--- config.mk ---
export PLATFORM = sky130hd
export DESIGN_NAME = uart_tx
export DESIGN_NICKNAME = d
export VERILOG_FILES = /design/src/rtl/uart_tx.sv
export SDC_FILE = /design/constraint.sdc
export NUM_CORES = 1
export LEC_CHECK = 0
export CAP_MARGIN = 20
export CORE_ASPECT_RATIO = 1.5
export CORE_MARGIN = 1.5
export CORE_UTILIZATION = 51
export DETAILED_ROUTE_END_ITERATION = 10
export PLACE_DENSITY = 0.76
export SYNTH_ARGS = -nofsm -noshare
export SYNTH_HDL_FRONTEND = slang
export SYNTH_SLANG_ARGS = --single-unit
export TNS_END_PERCENT = 10
--- constraint.sdc ---
create_clock -name clk -period 2.24 [get_ports clk]
set_clock_uncertainty 0.05 [all_clocks]
set_input_delay 0.336 -clock clk [delete_from_list [all_inputs] [get_ports clk]]
set_output_delay 0.336 -clock clk [all_outputs]
set_load 0.005 [all_outputs]
--- src/rtl/uart_tx.sv ---
// 8N1 UART transmitter with a valid/ready byte input; each bit is held DIVISOR = CLKRATE/BAUDRATE clocks.
// Optional even parity bit after the data bits: define UART_TX_PARITY_EN.
module uart_tx #(
  parameter int CLKRATE  = 12_000_000,
  parameter int BAUDRATE = 300
) (
  input  logic       clk,
  input  logic       rst,
  input  logic [7:0] data,
  input  logic       valid,
  output logic       ready,
  output logic       tx,
  output logic       busy
);

  localparam int DIVISOR = CLKRATE / BAUDRATE;
  localparam int CNT_W   = (DIVISOR < 2) ? 1 : $clog2(DIVISOR);
  localparam logic [CNT_W-1:0] CNT_RELOAD = CNT_W'(DIVISOR - 1);

  generate
    if (DIVISOR < 2) begin : g_bad_divisor
      $error("uart_tx: CLKRATE/BAUDRATE must be at least 2");
    end
  endgenerate

  // Handshake: a byte is taken on a rising edge where valid && ready; ready is
  // high only in IDLE, so valid offered while a frame is running is ignored.
  typedef enum logic [2:0] {
    IDLE,
    START,
    DATA,
`ifdef UART_TX_PARITY_EN
    PARITY,
`endif
    STOP
  } state_t;

  state_t           state_q, state_d;
  logic [CNT_W-1:0] cnt_q, cnt_d;
  logic [2:0]       idx_q, idx_d;
  logic [7:0]       byte_q, byte_d;
  logic             tx_q, tx_d;
  logic             bit_done;

  assign bit_done = (cnt_q == '0);

  always_comb begin
    state_d = state_q;
    cnt_d   = cnt_q;
    idx_d   = idx_q;
    byte_d  = byte_q;
    tx_d    = tx_q;

    if (state_q != IDLE) begin
      cnt_d = bit_done ? CNT_RELOAD : cnt_q - CNT_W'(1);
    end

    case (state_q)
      IDLE: begin
        if (valid) begin
          byte_d  = data;
          state_d = START;
          tx_d    = 1'b0;
          cnt_d   = CNT_RELOAD;
          idx_d   = 3'd0;
        end
      end
      START: begin
        if (bit_done) begin
          state_d = DATA;
          tx_d    = byte_q[0];
          idx_d   = 3'd0;
        end
      end
      DATA: begin
        if (bit_done) begin
          if (idx_q == 3'd7) begin
            idx_d = 3'd0;
`ifdef UART_TX_PARITY_EN
            state_d = PARITY;
            tx_d    = ^byte_q;
`else
            state_d = STOP;
            tx_d    = 1'b1;
`endif
          end else begin
            idx_d = idx_q + 3'd1;
            tx_d  = byte_q[idx_q + 3'd1];
          end
        end
      end
`ifdef UART_TX_PARITY_EN
      PARITY: begin
        if (bit_done) begin
          state_d = STOP;
          tx_d    = 1'b1;
        end
      end
`endif
      STOP: begin
        if (bit_done) begin
          state_d = IDLE;
          tx_d    = 1'b1;
          cnt_d   = '0;
        end
      end
      default: begin
        state_d = IDLE;
        tx_d    = 1'b1;
        cnt_d   = '0;
        idx_d   = 3'd0;
      end
    endcase
  end

  always_ff @(posedge clk) begin
    if (rst) begin
      state_q <= IDLE;
      cnt_q   <= '0;
      idx_q   <= 3'd0;
      byte_q  <= 8'd0;
      tx_q    <= 1'b1;
    end else begin
      state_q <= state_d;
      cnt_q   <= cnt_d;
      idx_q   <= idx_d;
      byte_q  <= byte_d;
      tx_q    <= tx_d;
    end
  end

  assign ready = (state_q == IDLE);
  assign busy  = (state_q != IDLE);
  assign tx    = tx_q;

endmodule

# Word level (Yosys, flattened, before mapping)
# Cells that the tools add are included.
# classes
n_reduce_logical	8
bitwise_logic	1
addsub	2
muxes	23
eq_ne	9
magnitude_cmp	1
# ops
cell	n
$mux W16	4
$pmux W16 S3	1
$mux W3	8
$pmux W3 S4	2
$logic_not A16 Y1	1
$sub A16 B1 Y16 const B	1
$ne A2 B2 Y1 const B	5
$reduce_and A4 Y1	2
$eq A3 B2 Y1 const B	2
$mux W1	6
$reduce_and A5 Y1	1
$lt A3 B4 Y1 const B	1
$pmux W1 S4	1
$add A3 B1 Y3 const B	1
$bmux W1 S3	1
$eq A3 B1 Y1 const B	1
$eq A3 B3 Y1 const B	1
$logic_not A3 Y1	1
$reduce_bool A3 Y1	1
$reduce_and A2 Y1	1
$reduce_or A2 Y1	1
$not A1 Y1	1
# word_totals
wordCells	49
in_bits	11
output_inout_bits	3
ff_bits	31

# Depth between registers and ports, before layout
# Gate-level depths: netlist of the first run.
# logic_depth
ltp_word	6
depth_mapped	8
ltp_nobuf	7

# Least setup slack after synthesis of the first run
# No wires, ideal clock.
# synth_path
path_kind	register to register
start	reg cnt_q[0]
end	reg cnt_q[15]
path_stages_with_launch	8
t_required_ns	2.055
setup_slack_ns	0.004
n_path_buf	0
setup_time_ns	0.135
arrival_ns	2.052
period_less_slack_ns	2.236
cell_sequence	dfxtp_1 -> inv_1 -> ha_1 -> or4b_1 -> or4_4 -> a211o_4 -> nand2b_4 -> o22ai_2
# synth_between
elab_chain_len	5
elab_cells_between_ends	7
cone_classes	add/sub (1); mux (5); reduce/logical (1)
# synth_rtl
element	line_no	text
from (decl)	39	logic [CNT_W-1:0] cnt_q, cnt_d;
from (signal assigned)	125	cnt_q <= cnt_d;
$sub A16 B1 Y16 or $logic_not A16 Y1 (tied branches)	55, 45	
$mux W16	55	cnt_d = bit_done ? CNT_RELOAD : cnt_q - CNT_W'(1);
$mux W16	54	if (state_q != IDLE) begin
$mux W16, on equally long branches	101, 60	
$pmux W16 S3 *	58	case (state_q)
# Mark *: on every way between the ends. The rest lies on a longest branch, timed or not.
# A chain may end at the register's enable or synchronous reset.

# Final worst setup path of the first run
# layout_path
start	reg cnt_q[0]
end	reg cnt_q[4]
# The elaborated chain is that of the path after synthesis.

==> results of run 1 <==
==> registers in the layout (all words and copies together) (netlist names) <==
signal,cells
tx,1
cnt_q,16
idx_q,3
state_q,2
byte_q,8
==> cells in the final DEF (no fill, tap or decap), types with 2 or more instances in the layout <==
| cell | netlist | final |
|---|---|---|
| a211oi_1 | 3 | 3 |
| inv_2 | 0 | 2 |
| ha_1 | 9 | 7 |
| a31oi_1 | 2 | 2 |
| or4_4 | 3 | 3 |
| nor4_1 | 2 | 2 |
| nand2b_1 | 3 | 3 |
| a21oi_1 | 21 | 21 |
| mux4_2 | 2 | 2 |
| nand2_1 | 28 | 28 |
| or2_2 | 3 | 3 |
| buf_4 | 0 | 21 |
| xnor2_1 | 6 | 6 |
| xor2_1 | 5 | 5 |
| dfxtp_2 | 0 | 2 |
| nor2_1 | 16 | 16 |
| o21ai_0 | 2 | 2 |
| clkdlybuf4s50_1 | 0 | 13 |
| or3_1 | 5 | 5 |
| clkbuf_8 | 0 | 6 |
| inv_1 | 7 | 5 |
| dfxtp_1 | 30 | 28 |
| nor3_1 | 2 | 2 |
==> cells by family after synthesis <==
logic type,Yosys count
AO/OA/AOI/OAI,40
XOR/XNOR,11
adder cells (fa/ha/maj),9
buffers and inverters,11
flip-flops,30
multiplexers,3
AND/OR/NAND/NOR,76
==> critical path, cell delays in order, from the launching register on <==
cell	delay, ns
dfxtp_1	0.31
inv_1	0.09
ha_4	0.14
or4b_4	0.46
or4_4	0.55
a211o_4	0.38
nand2b_4	0.12
a21oi_1	0.05
==> repair_timing <==
item	in CTS	in global routing
resized for setup	3	7
pin swaps	0	4
setup buffers	0	1
endpoints found under the setup margin	7	20
hold buffers	0	0
==> where the power goes <==
group          leakage, nW  switching (mW)  internal [mW]
combinational        0.536           0.727          0.709
sequential           0.247          0.0790          0.664
clock               0.0472           0.207          0.246
==> routing by layer <==
metal	up-vias	part of all wire [%]	GRT usage, %
met3	10	2.8	5.42
met2	24	54	41.8
li1	711	-	-
met5	-	0	0
met4	0	2.7	11.7
met1	660	40	22.8
==> worst max-delay path by stage <==
stage                endpoint  cells after the start      start  slack (ns)
floorplan           cnt_q[15]                      7   cnt_q[0]       0.004
global placement    cnt_q[15]                      5  cnt_q[13]        0.03
detailed placement  cnt_q[15]                      7   cnt_q[1]      -0.007
CTS                 cnt_q[15]                      7   cnt_q[1]       -0.03
global route         cnt_q[4]                      7   cnt_q[1]       -0.10
finish               cnt_q[4]                      7   cnt_q[0]       -0.05
==> layout make-up <==
| cell class | count | area share (%) |
|---|---|---|
| repair buffers | 34 | 14.2 |
| flip-flops and latches | 30 | 29.7 |
| clock buffers | 6 | 4.06 |
| inverters | 7 | 1.29 |
| well taps | 39 | 2.40 |
| multi-input cells | 139 | 47.8 |
| clock inverters | 2 | 0.615 |
==> out/summary.log, run 1 <==
qor: sta.hold_viol 0
qor: sta.hold_slack 0.407 ns
qor: sta.setup_viol_count_final 10
qor: cells_and_area.fill_cells 259
qor: synth.synth-async-reset-ratio 0%
qor: synth.netlist_area_pre_place 1590 um2
qor: grt.grt_antenna_before_repair 0
qor: setup_path.setup.reg_to_reg.worst_slack -0.05 ns
qor: sta.timing.final.crit_period 2.29 ns
qor: synth.yosys_warnings 0
qor: grt.first_global_vias 1,393
qor: placed_design.post-dp-hpwl 2700 um
qor: clock_tree.clk_pin_slew 0.06 ns
qor: synth.synth_xor_xnor_area_share 6.06%
qor: die.design.die.area 3470 um2
qor: worst_hold_path.min_to byte_q[2]
qor: sta.grt_setup_unrepaired yes
qor: status.violations negative setup slack
qor: status.outcome finished with violations
qor: grt.grt_first_pass_wirelength 5950 um
qor: die.floorplan.initialDensity 54.0%
qor: die.placement_rows 24
qor: clock_tree.cts_root_buf clkbuf_8
qor: cells_and_area.post_layout_nonfiller_instances 257
qor: clock_tree.clk_latency 0.28 ns
qor: sta.actual_slew_at_the_worst_max_slew_pin 0.709 ns
qor: cells_and_area.nNetsFinal 237
qor: cells_and_area.area.sequential 603 um2
qor: detailed_routing.remaining_drc_errors 0
qor: placed_design.postPlaceCellArea 1900 um2
qor: cells_and_area.post-route-cell-area 2030 um2
qor: flow_run.max_cap_violations 0
qor: synth.yosys.cell_count.top_type dfxtp_1
qor: sta.worst_setup_slack_final -0.0516 ns
qor: detailed_routing.drt_first_pass_iters 4
qor: pwr.fin_total_pwr 2.63 mW
qor: synth.syn_avg_cell_area 8.83 um2
qor: setup_path.worstPathMaxFanout 7
qor: cells_and_area.synthToLayoutAreaGrowth 27.9%
qor: placed_design.post-place-cells 248
qor: clock_tree.tritoncts.num_buffers 5
qor: placed_design.preCtsSetupSlack -0.00659 ns
qor: die.boundaryPins 14
qor: worst_hold_path.hold_path_startpoint byte_q[2]
qor: synth.synth.yosys.seq_area_share 37.8%
qor: detailed_routing.routed_wire_length_per_instance 14.1 um
qor: grt.grt_max_degree 14
qor: worst_hold_path.worstHoldPathType reg -> reg
qor: placed_design.number_of_buffers_added_on_ports 13
qor: cells_and_area.final_core_utilization 69.1%
qor: sta.timing.max_slew.rel_slack 52.5%
qor: synth.synth.largest_area_cell dfxtp_1
qor: synth.syn_nets 200
qor: detailed_routing.ant_nets 0
qor: detailed_routing.drt-total-wl 3630 um
qor: setup_path.worst_endpoint_required_time 2.32 ns
qor: die.die_h 71.4 um
qor: synth.synth_cell_types 44
qor: synth.synth_common_cells 30 x dfxtp_1, 28 x nand2_1, 21 x a21oi_1, 16 x nor2_1, 9 x ha_1
qor: synth.post_synth_and_or_nand_nor_area_fraction 26.2%
qor: grt.globalRouteTotalUtil 22.3%
qor: synth.post_synth_fa_ha_maj_area_fraction 7.08%
qor: cells_and_area.multi_input_comb_area 972 um2
qor: setup_path.r2r_end cnt_q[4]
qor: grt.grt_remaining_overflow 0
qor: synth.combinational_family_with_the_most_area_after_synthesis simple AND/OR/NAND/NOR gates
qor: clock_tree.cts.sinks 30
qor: clock_tree.ctsLongestPathBuffers 2
qor: sta.period_share 102%
qor: synth.synth.top_cell.area_share 37.8%
qor: pwr.max-vdd-ir-drop 0.806 mV
qor: synth.ys_ff_latch 30
qor: setup_path.r2r_depth 7
qor: setup_path.crit_type reg -> reg
qor: detailed_routing.detail_route.vias_per_cell 5.47
qor: setup_path.worstReg2RegStart cnt_q[0]
qor: pwr.power_leakage 0.830 nW
qor: synth.netlist_top_cells_area dfxtp_1 38%, ha_1 7.1%, a21oi_1 6.6%
qor: synth.synth_enable_flop_cells 0
qor: pwr.powerDensity 1300 nW/um2
qor: clock_tree.htree_levels 2
qor: die.chipWidth 48.6 um
qor: placed_design.gp_congestion 0.831
qor: cells_and_area.post_route_cells_drive_above_1_share 25.2%
qor: detailed_routing.drt_iter0_markers 42
qor: die.core_area 2940 um2
qor: synth.synth_flop_cell dfxtp_1
qor: sta.setup_tns -0.338 ns
qor: synth.post_synth_inst_count 180
qor: synth.synthMuxAreaShare 3.54%
qor: detailed_routing.route.vias.total 1,405
qor: clock_tree.tritoncts yes
qor: setup_path.cp.arrival 2.37 ns
qor: synth.synth_area_in_compound_gates 16.8%
qor: cells_and_area.n_antenna_cell 0
qor: sta.final_max_slew_viol_count 0
qor: sta.max_freq 0.436 GHz
qor: worst_hold_path.worstHoldPathCells 2
qor: setup_path.endpoint_kind register
qor: setup_path.worst_setup_path_start_kind register
Note: power is estimated with default switching activity, not from simulation.
==> inputs of run 2 (changes only) <==
- CORE_UTILIZATION: 51 -> 40
- DONT_BUFFER_PORTS: not set -> 1
- PLACE_DENSITY: 0.76 -> 0.57
==> run 2 against run 1 <==
Effect of this change:
- the run now ends clean
- highest routed layer unchanged
- sequential share of layout area is 1.9 points higher
- combinational power fell by 6%
- final cell count fell by 3.5%
- sequential cell count unchanged
- critical endpoint is now cnt_q[15]
- clock power grew 2%
- sequential power about the same
- wire length is 2.1% lower
==> out/summary.log, run 2 (synthesized netlist as in run 1, its figures left out) <==
qor: setup_path.critical-path-top-cell-by-count or4_4
qor: die.chipWidth 54.5 um [+12%]
qor: setup_path.worstPathMaxFanout 7 [unchanged]
qor: pwr.p_comb_share 52.8% [-1.8 points]
qor: cells_and_area.synthToLayoutAreaGrowth 19.6%
qor: setup_path.worst_endpoint_required_time 2.35 ns [+0.03 ns]
qor: grt.grt_first_pass_wirelength 5890 um [-1.2%]
qor: sta.period_share 99.2% [-3.1 points]
qor: cells_and_area.n_antenna_cell 0 [unchanged]
qor: detailed_routing.drt-total-wl 3550 um [-2.1%]
qor: sta.max_freq 0.450 GHz [+3.1%]
qor: grt.first_global_vias 1,374 [-1.4%]
qor: pwr.sequentialPowerShare 29.1% [+0.9 points]
qor: clock_tree.htree_levels 2 [unchanged]
qor: cells_and_area.post_route_cells_drive_above_1_share 24.4% [-0.84 points]
qor: detailed_routing.detail_route.vias_per_cell 5.42 [-0.80%]
qor: placed_design.post-dp-hpwl 2840 um [+5.1%]
qor: die.placement_rows 27 [+13%]
qor: sta.timing.max_slew.rel_slack 72.0% [+19 points]
qor: clock_tree.tritoncts.num_buffers 5 [unchanged]
qor: pwr.power.net_switching 0.991 mW [-2.2%]
qor: status.outcome finished, final reports clean
qor: pwr.fin_total_pwr 2.55 mW [-3.1%]
qor: placed_design.preCtsSetupSlack -0.00161 ns [+0.00498 ns]
qor: cells_and_area.fill_cells 370 [+43%]
qor: placed_design.gp_congestion 0.825 [-0.73%]
qor: cells_and_area.mostFrequentLayoutCells 30 x dfxtp_1, 28 x nand2_1, 21 x a21oi_1, 21 x buf_4, 16 x nor2_1
qor: sta.setup_viol_count_final 0 [-10]
qor: cells_and_area.layout.cells.most_common dfxtp_1
qor: sta.hold_viol 0 [unchanged]
qor: pwr.powerDensity 1340 nW/um2 [+3.6%]
qor: clock_tree.tritoncts yes
qor: die.die_h 80.2 um [+12%]
qor: cells_and_area.nNetsFinal 224 [-5.5%]
qor: pwr.p_sw_share 38.8% [+0.36 points]
qor: placed_design.number_of_buffers_added_on_ports 0 [-13]
qor: die.design.die.area 4370 um2 [+26%]
qor: clock_tree.clk_latency 0.28 ns [about the same]
qor: grt.grt_max_degree 18 [+4]
qor: sta.actual_slew_at_the_worst_max_slew_pin 0.419 ns [-0.290 ns]
qor: setup_path.cp.arrival 2.33 ns [-0.04 ns]
qor: placed_design.post-place-cells 240 [-3.2%]
qor: setup_path.crit_path_max_incr_delay 0.60 ns [+0.05 ns]
qor: sta.hold_slack 0.0646 ns [-0.342 ns]
qor: detailed_routing.routed_wire_length_per_instance 14.3 um [+1.5%]
qor: worst_hold_path.worstHoldPathType in -> reg
qor: cells_and_area.max_reg_flops 16 [unchanged]
qor: setup_path.critical_path.slowest_cell or4_4
qor: detailed_routing.route.vias.total 1,345 [-4.3%]
qor: sta.setup_tns 0 ns [+0.338 ns]
qor: grt.grt_remaining_overflow 0 [unchanged]
qor: clock_tree.clk_pin_slew 0.07 ns [about the same]
qor: clock_tree.ctsLongestPathBuffers 2 [unchanged]
qor: grt.grt_antenna_before_repair 0 [unchanged]
qor: clock_tree.cts.sinks 30 [unchanged]
qor: pwr.max-vdd-ir-drop 0.624 mV [-23%]
qor: detailed_routing.remaining_drc_errors 0 [unchanged]
qor: clock_tree.cts_hold_repair.buffers 0 [unchanged]
qor: sta.grt_setup_unrepaired yes
qor: pwr.int_power 1.56 mW [-3.7%]
qor: clock_tree.cts_root_buf clkbuf_8
qor: die.floorplan.initialDensity 42.4% [-12 points]
qor: setup_path.crit_chain or4_4 -> or4_4 -> a211o_4 -> nand2b_4 -> o22ai_2
qor: cells_and_area.biggestRegsByFlops cnt_q (16), byte_q (8), idx_q (3)
qor: detailed_routing.drt_first_pass_iters 4 [unchanged]
qor: sta.timing.final.crit_period 2.22 ns [-0.0689 ns]
qor: flow_run.max_cap_violations 0 [unchanged]
qor: setup_path.endpoint_kind register
qor: pwr.power_leakage 0.782 nW [-5.8%]
qor: detailed_routing.ant_nets 0 [unchanged]
qor: grt.globalRouteTotalUtil 18.5% [-3.8 points]
qor: setup_path.crit_type reg -> reg
qor: die.core_area 3750 um2 [+27%]
qor: sta.worst_setup_slack_final 0.0173 ns [+0.0689 ns]
qor: cells_and_area.top_register_by_number_of_flip_flops cnt_q
qor: sta.final_max_slew_viol_count 0 [unchanged]
qor: detailed_routing.drt_iter0_markers 24 [-43%]
qor: setup_path.worst_setup_path_start_kind register
qor: die.boundaryPins 14 [unchanged]
qor: pwr.p_clk_share 18.1% [+0.9 points]
qor: cells_and_area.post_layout_nonfiller_instances 248 [-3.5%]
run 2: changes by cell type in the layout (fill, tap and decap cells not counted):
cell	delta
inv_2	-2
a21o_2	-1
dfxtp_1	+2
clkdlybuf4s50_1	-13
nor4b_2	+1
a31oi_1	-1
nor4b_1	-1
ha_2	-1
a21o_1	+1
ha_1	+2
inv_1	+2
ha_4	-1
dfxtp_2	-2
a31oi_2	+1
run 2: stage by stage:
step,instance area (um2),utilization [%]
2_1_floorplan,1590,-
3_3_place_gp,1790,47.6
3_5_place_dp,1790,47.6
4_1_cts,1880,50.2
5_1_grt,1900,50.7
6_report,1900,50.7
run 2: worst max-delay path, delay by kind of cell, from the launching register on:
family	cells	cell delay, ns
DFF	1	0.32
and+or+nand+nor	3	1.26
AOI/OAI and AO/OA	2	0.47
run 2: path summary, 6_finish.rpt:
kind / start / endpoint / slack [ns] / depth (start not counted)
worst max-delay path: cnt_q[5] / cnt_q[15] / 0.02 / 5
worst min-delay path: rst / byte_q[2] / 0.06 / 1
worst max register to register: cnt_q[5] / cnt_q[15] / 0.02 / 5
worst min register to register: byte_q[2] / byte_q[2] / 0.40 / 2
run 2: area by class of cell:
type | count | area [um2] | share of cell area (%)
tap | 43 | 53.8 | 2.83
clock buffer | 6 | 82.6 | 4.34
timing repair buffer | 21 | 158 | 8.29
clock inverter | 2 | 12.5 | 0.658
inverter | 7 | 26.3 | 1.38
sequential | 30 | 601 | 31.6
multi-input combinational | 139 | 968 | 50.9
run 2: power groups by stage:
stage / clock [mW] / combinational, mW / sequential (mW)
floorplan: 0 / 0.861 / 0.757
global placement: 0 / 1.30 / 0.749
detailed placement: 0 / 1.32 / 0.753
CTS: 0.468 / 1.33 / 0.743
global route: 0.491 / 1.48 / 0.757
finish: 0.461 / 1.35 / 0.742
run 2: what timing repair did:
| action | 4_1_cts | 5_1_grt |
|---|---|---|
| resized for setup | 0 | 4 |
| pin swaps | 1 | 0 |
| setup buffers | 0 | 0 |
| setup endpoints to repair | 1 | 15 |
run 2: per-layer routing:
metal | global-route usage (%) | wire [um] | vias to the layer above
met5 | 0 | 0 | -
met4 | 7.75 | 100 | 0
met3 | 3.90 | 85 | 11
met2 | 34.1 | 2000 | 25
met1 | 19.1 | 1370 | 626
li1 | - | - | 683
==> inputs of run 3 (changes only) <==
- CORE_ASPECT_RATIO: 1.5 -> not set
==> run 3 against run 2 <==
Effect of this change:
- the flow now finishes with violations (negative setup slack)
- register-to-register slack got worse by 0.05 ns
- first-iteration DRC count increased by 88%
- combinational power increased by 4%
- global-route usage increased by 0.71 points
- sequential share of layout area decreased by 0.54 points
- hold slack got worse by 0.0092 ns
- final cell count increased by 2.0%
- clock power about the same
- sequential power increased by 2%
- die area decreased by 0.17%
- count of clock-buffer cells in the layout increased by 1
- largest power group unchanged
==> out/summary.log, run 3 (synthesized netlist as in run 1, its figures left out) <==
qor: flow_run.max_cap_violations 0 [unchanged]
qor: setup_path.cp.arrival 2.37 ns [+0.04 ns]
qor: detailed_routing.route.vias.total 1,332 [-0.97%]
qor: grt.globalRouteTotalUtil 19.2% [+0.71 points]
qor: worst_hold_path.worstHoldPathCells 1 [unchanged]
qor: grt.grt_first_pass_wirelength 6290 um [+6.8%]
qor: clock_tree.cts_hold_repair.buffers 0 [unchanged]
qor: sta.final_max_slew_viol_count 0 [unchanged]
qor: sta.hold_viol 0 [unchanged]
qor: cells_and_area.mostFrequentLayoutCells 28 x nand2_1, 28 x dfxtp_1, 21 x buf_4
qor: cells_and_area.top_register_by_number_of_flip_flops cnt_q
qor: cells_and_area.biggestRegsByFlops cnt_q (16), byte_q (8), idx_q (3)
qor: worst_hold_path.min_to state_q[0]
qor: grt.grt_antenna_before_repair 0 [unchanged]
qor: clock_tree.ctsLongestPathBuffers 2 [unchanged]
qor: die.boundaryPins 14 [unchanged]
qor: cells_and_area.post-route-cell-area 1940 um2 [+2.2%]
qor: cells_and_area.post_route_cells_drive_above_1_share 29.3% [+4.9 points]
qor: die.die_h 66.1 um [-18%]
qor: die.design.die.area 4360 um2 [-0.17%]
qor: die.floorplan.initialDensity 42.5% [+0.071 points]
qor: sta.setup_viol_count_final 5 [+5]
qor: placed_design.gp_congestion 0.902 [+9.4%]
qor: setup_path.critical_path.slowest_cell or4_4
qor: worst_hold_path.worstHoldPathType in -> reg
qor: setup_path.setup.reg_to_reg.worst_slack -0.03 ns [-0.05 ns]
qor: setup_path.crit_type reg -> reg
qor: pwr.power_leakage 0.789 nW [+0.89%]
qor: detailed_routing.drt_first_pass_iters 4 [unchanged]
qor: sta.timing.max_slew.rel_slack 54.5% [-18 points]
qor: status.violations negative setup slack
qor: sta.max_freq 0.441 GHz [-2.0%]
qor: placed_design.number_of_buffers_added_on_ports 0 [unchanged]
qor: setup_path.r2r_end cnt_q[15]
qor: detailed_routing.detail_route.vias_per_cell 5.26 [-2.9%]
qor: worst_hold_path.hold_path_startpoint rst
qor: die.core_area 3740 um2 [-0.17%]
qor: placed_design.post-dp-hpwl 2750 um [-3.2%]
qor: cells_and_area.n_antenna_cell 0 [unchanged]
qor: cells_and_area.final_core_utilization 51.9% [+1.2 points]
qor: setup_path.worstReg2RegStart cnt_q[12]
qor: detailed_routing.ant_nets 0 [unchanged]
qor: clock_tree.clk_pin_slew 0.07 ns [about the same]
qor: grt.grt_remaining_overflow 0 [unchanged]
qor: clock_tree.postCtsSetupBuffers 0 [unchanged]
qor: clock_tree.tritoncts.num_buffers 5 [unchanged]
qor: setup_path.r2r_depth 5 [unchanged]
qor: setup_path.crit_path_max_incr_delay 0.62 ns [+0.02 ns]
qor: sta.worst_setup_slack_final -0.0280 ns [-0.0453 ns]
qor: detailed_routing.drt_iter0_markers 45 [+88%]
qor: sta.timing.final.crit_period 2.27 ns [+0.0453 ns]
qor: detailed_routing.remaining_drc_errors 0 [unchanged]
qor: sta.period_share 101% [+2.0 points]
qor: setup_path.worst_endpoint_required_time 2.34 ns [about the same]
qor: sta.grt_setup_unrepaired yes
qor: setup_path.critical-path-top-cell-by-count or4_4
qor: clock_tree.tritoncts yes
qor: pwr.powerDensity 1350 nW/um2 [+0.75%]
qor: status.outcome finished with violations
qor: clock_tree.clk_latency 0.29 ns [about the same]
qor: setup_path.crit_chain or4_4 -> or4_4 -> a211o_4 -> nand2b_4 -> o22ai_2
qor: placed_design.postPlaceCellArea 1790 um2 [+0.35%]
qor: grt.grt_max_degree 18 [unchanged]
qor: cells_and_area.max_reg_flops 16 [unchanged]
qor: cells_and_area.nNetsFinal 224 [unchanged]
qor: clock_tree.cts_root_buf clkbuf_8
qor: setup_path.endpoint_kind register
qor: clock_tree.htree_levels 2 [unchanged]
qor: clock_tree.cts.sinks 30 [unchanged]
qor: setup_path.worstPathMaxFanout 7 [unchanged]
qor: setup_path.worst_setup_path_start_kind register
qor: pwr.max-vdd-ir-drop 0.500 mV [-20%]
qor: die.chipWidth 66.1 um [+21%]
qor: detailed_routing.drt-total-wl 3660 um [+3.1%]
qor: die.placement_rows 22 [-19%]
qor: sta.setup_tns -0.0739 ns [-0.0739 ns]
qor: sta.actual_slew_at_the_worst_max_slew_pin 0.680 ns [+0.261 ns]
qor: cells_and_area.synthToLayoutAreaGrowth 22.2%
qor: detailed_routing.routed_wire_length_per_instance 14.5 um [+1.1%]
qor: grt.first_global_vias 1,420 [+3.3%]
run 3: power by group:
group	total [mW]	leakage [nW]	switching, mW	internal, mW
registers	0.755	0.247	0.0911	0.664
clock network	0.463	0.0482	0.215	0.248
logic	1.41	0.494	0.727	0.681
run 3: cell type report:
cell class	instances	area (um2)
clock inverter	1	5.00
inverter	7	26.3
fill	363	1800
clock buffer	7	86.3
tap	48	60.1
timing repair buffer	21	158
multi-input combinational	139	1000
sequential	30	603
run 3: metal layers:
metal  vias up  global-route usage [%]  wire length, um
li1        686                       -                -
met1       620                    21.6             1720
met2        19                    33.7             1770
met3         7                    6.13              121
met4         0                    7.40               53
met5         -                       0                0
run 3: stage by stage:
step | std cells | power [mW] | setup slack, ns | hold slack, ns
floorplan | 180 | 1.62 | 0.00378 | 0.383
global placement | 245 | 2.04 | 0.0106 | 0.358
detailed placement | 245 | 2.07 | -0.0311 | 0.360
CTS | 253 | 2.55 | -0.0170 | 0.0549
global route | 253 | 2.81 | -0.0676 | 0.0423
finish | 253 | 2.63 | -0.0280 | 0.0554
run 3: worst max path at each step:
| stage | end | depth (start not counted) | slack, ns | from |
|---|---|---|---|---|
| after floorplan | cnt_q[15] | 7 | 0.004 | cnt_q[0] |
| after CTS | cnt_q[15] | 7 | -0.02 | cnt_q[1] |
| final | cnt_q[15] | 5 | -0.03 | cnt_q[12] |
| after detailed placement | cnt_q[15] | 7 | -0.03 | cnt_q[1] |
| after global routing | cnt_q[15] | 5 | -0.07 | cnt_q[13] |
| after global placement | cnt_q[15] | 5 | 0.01 | cnt_q[13] |
run 3: critical path: cells and delay by family (launching register included):
family	cells	cell delay (ns)
compound gates	2	0.47
simple gates	3	1.30
flops	1	0.32
run 3: what timing repair did:
item / CTS / global route
endpoints found under the setup margin: 7 / 20
cloned: 0 / 0
pin swaps: 1 / 3
resized for setup: 1 / 16
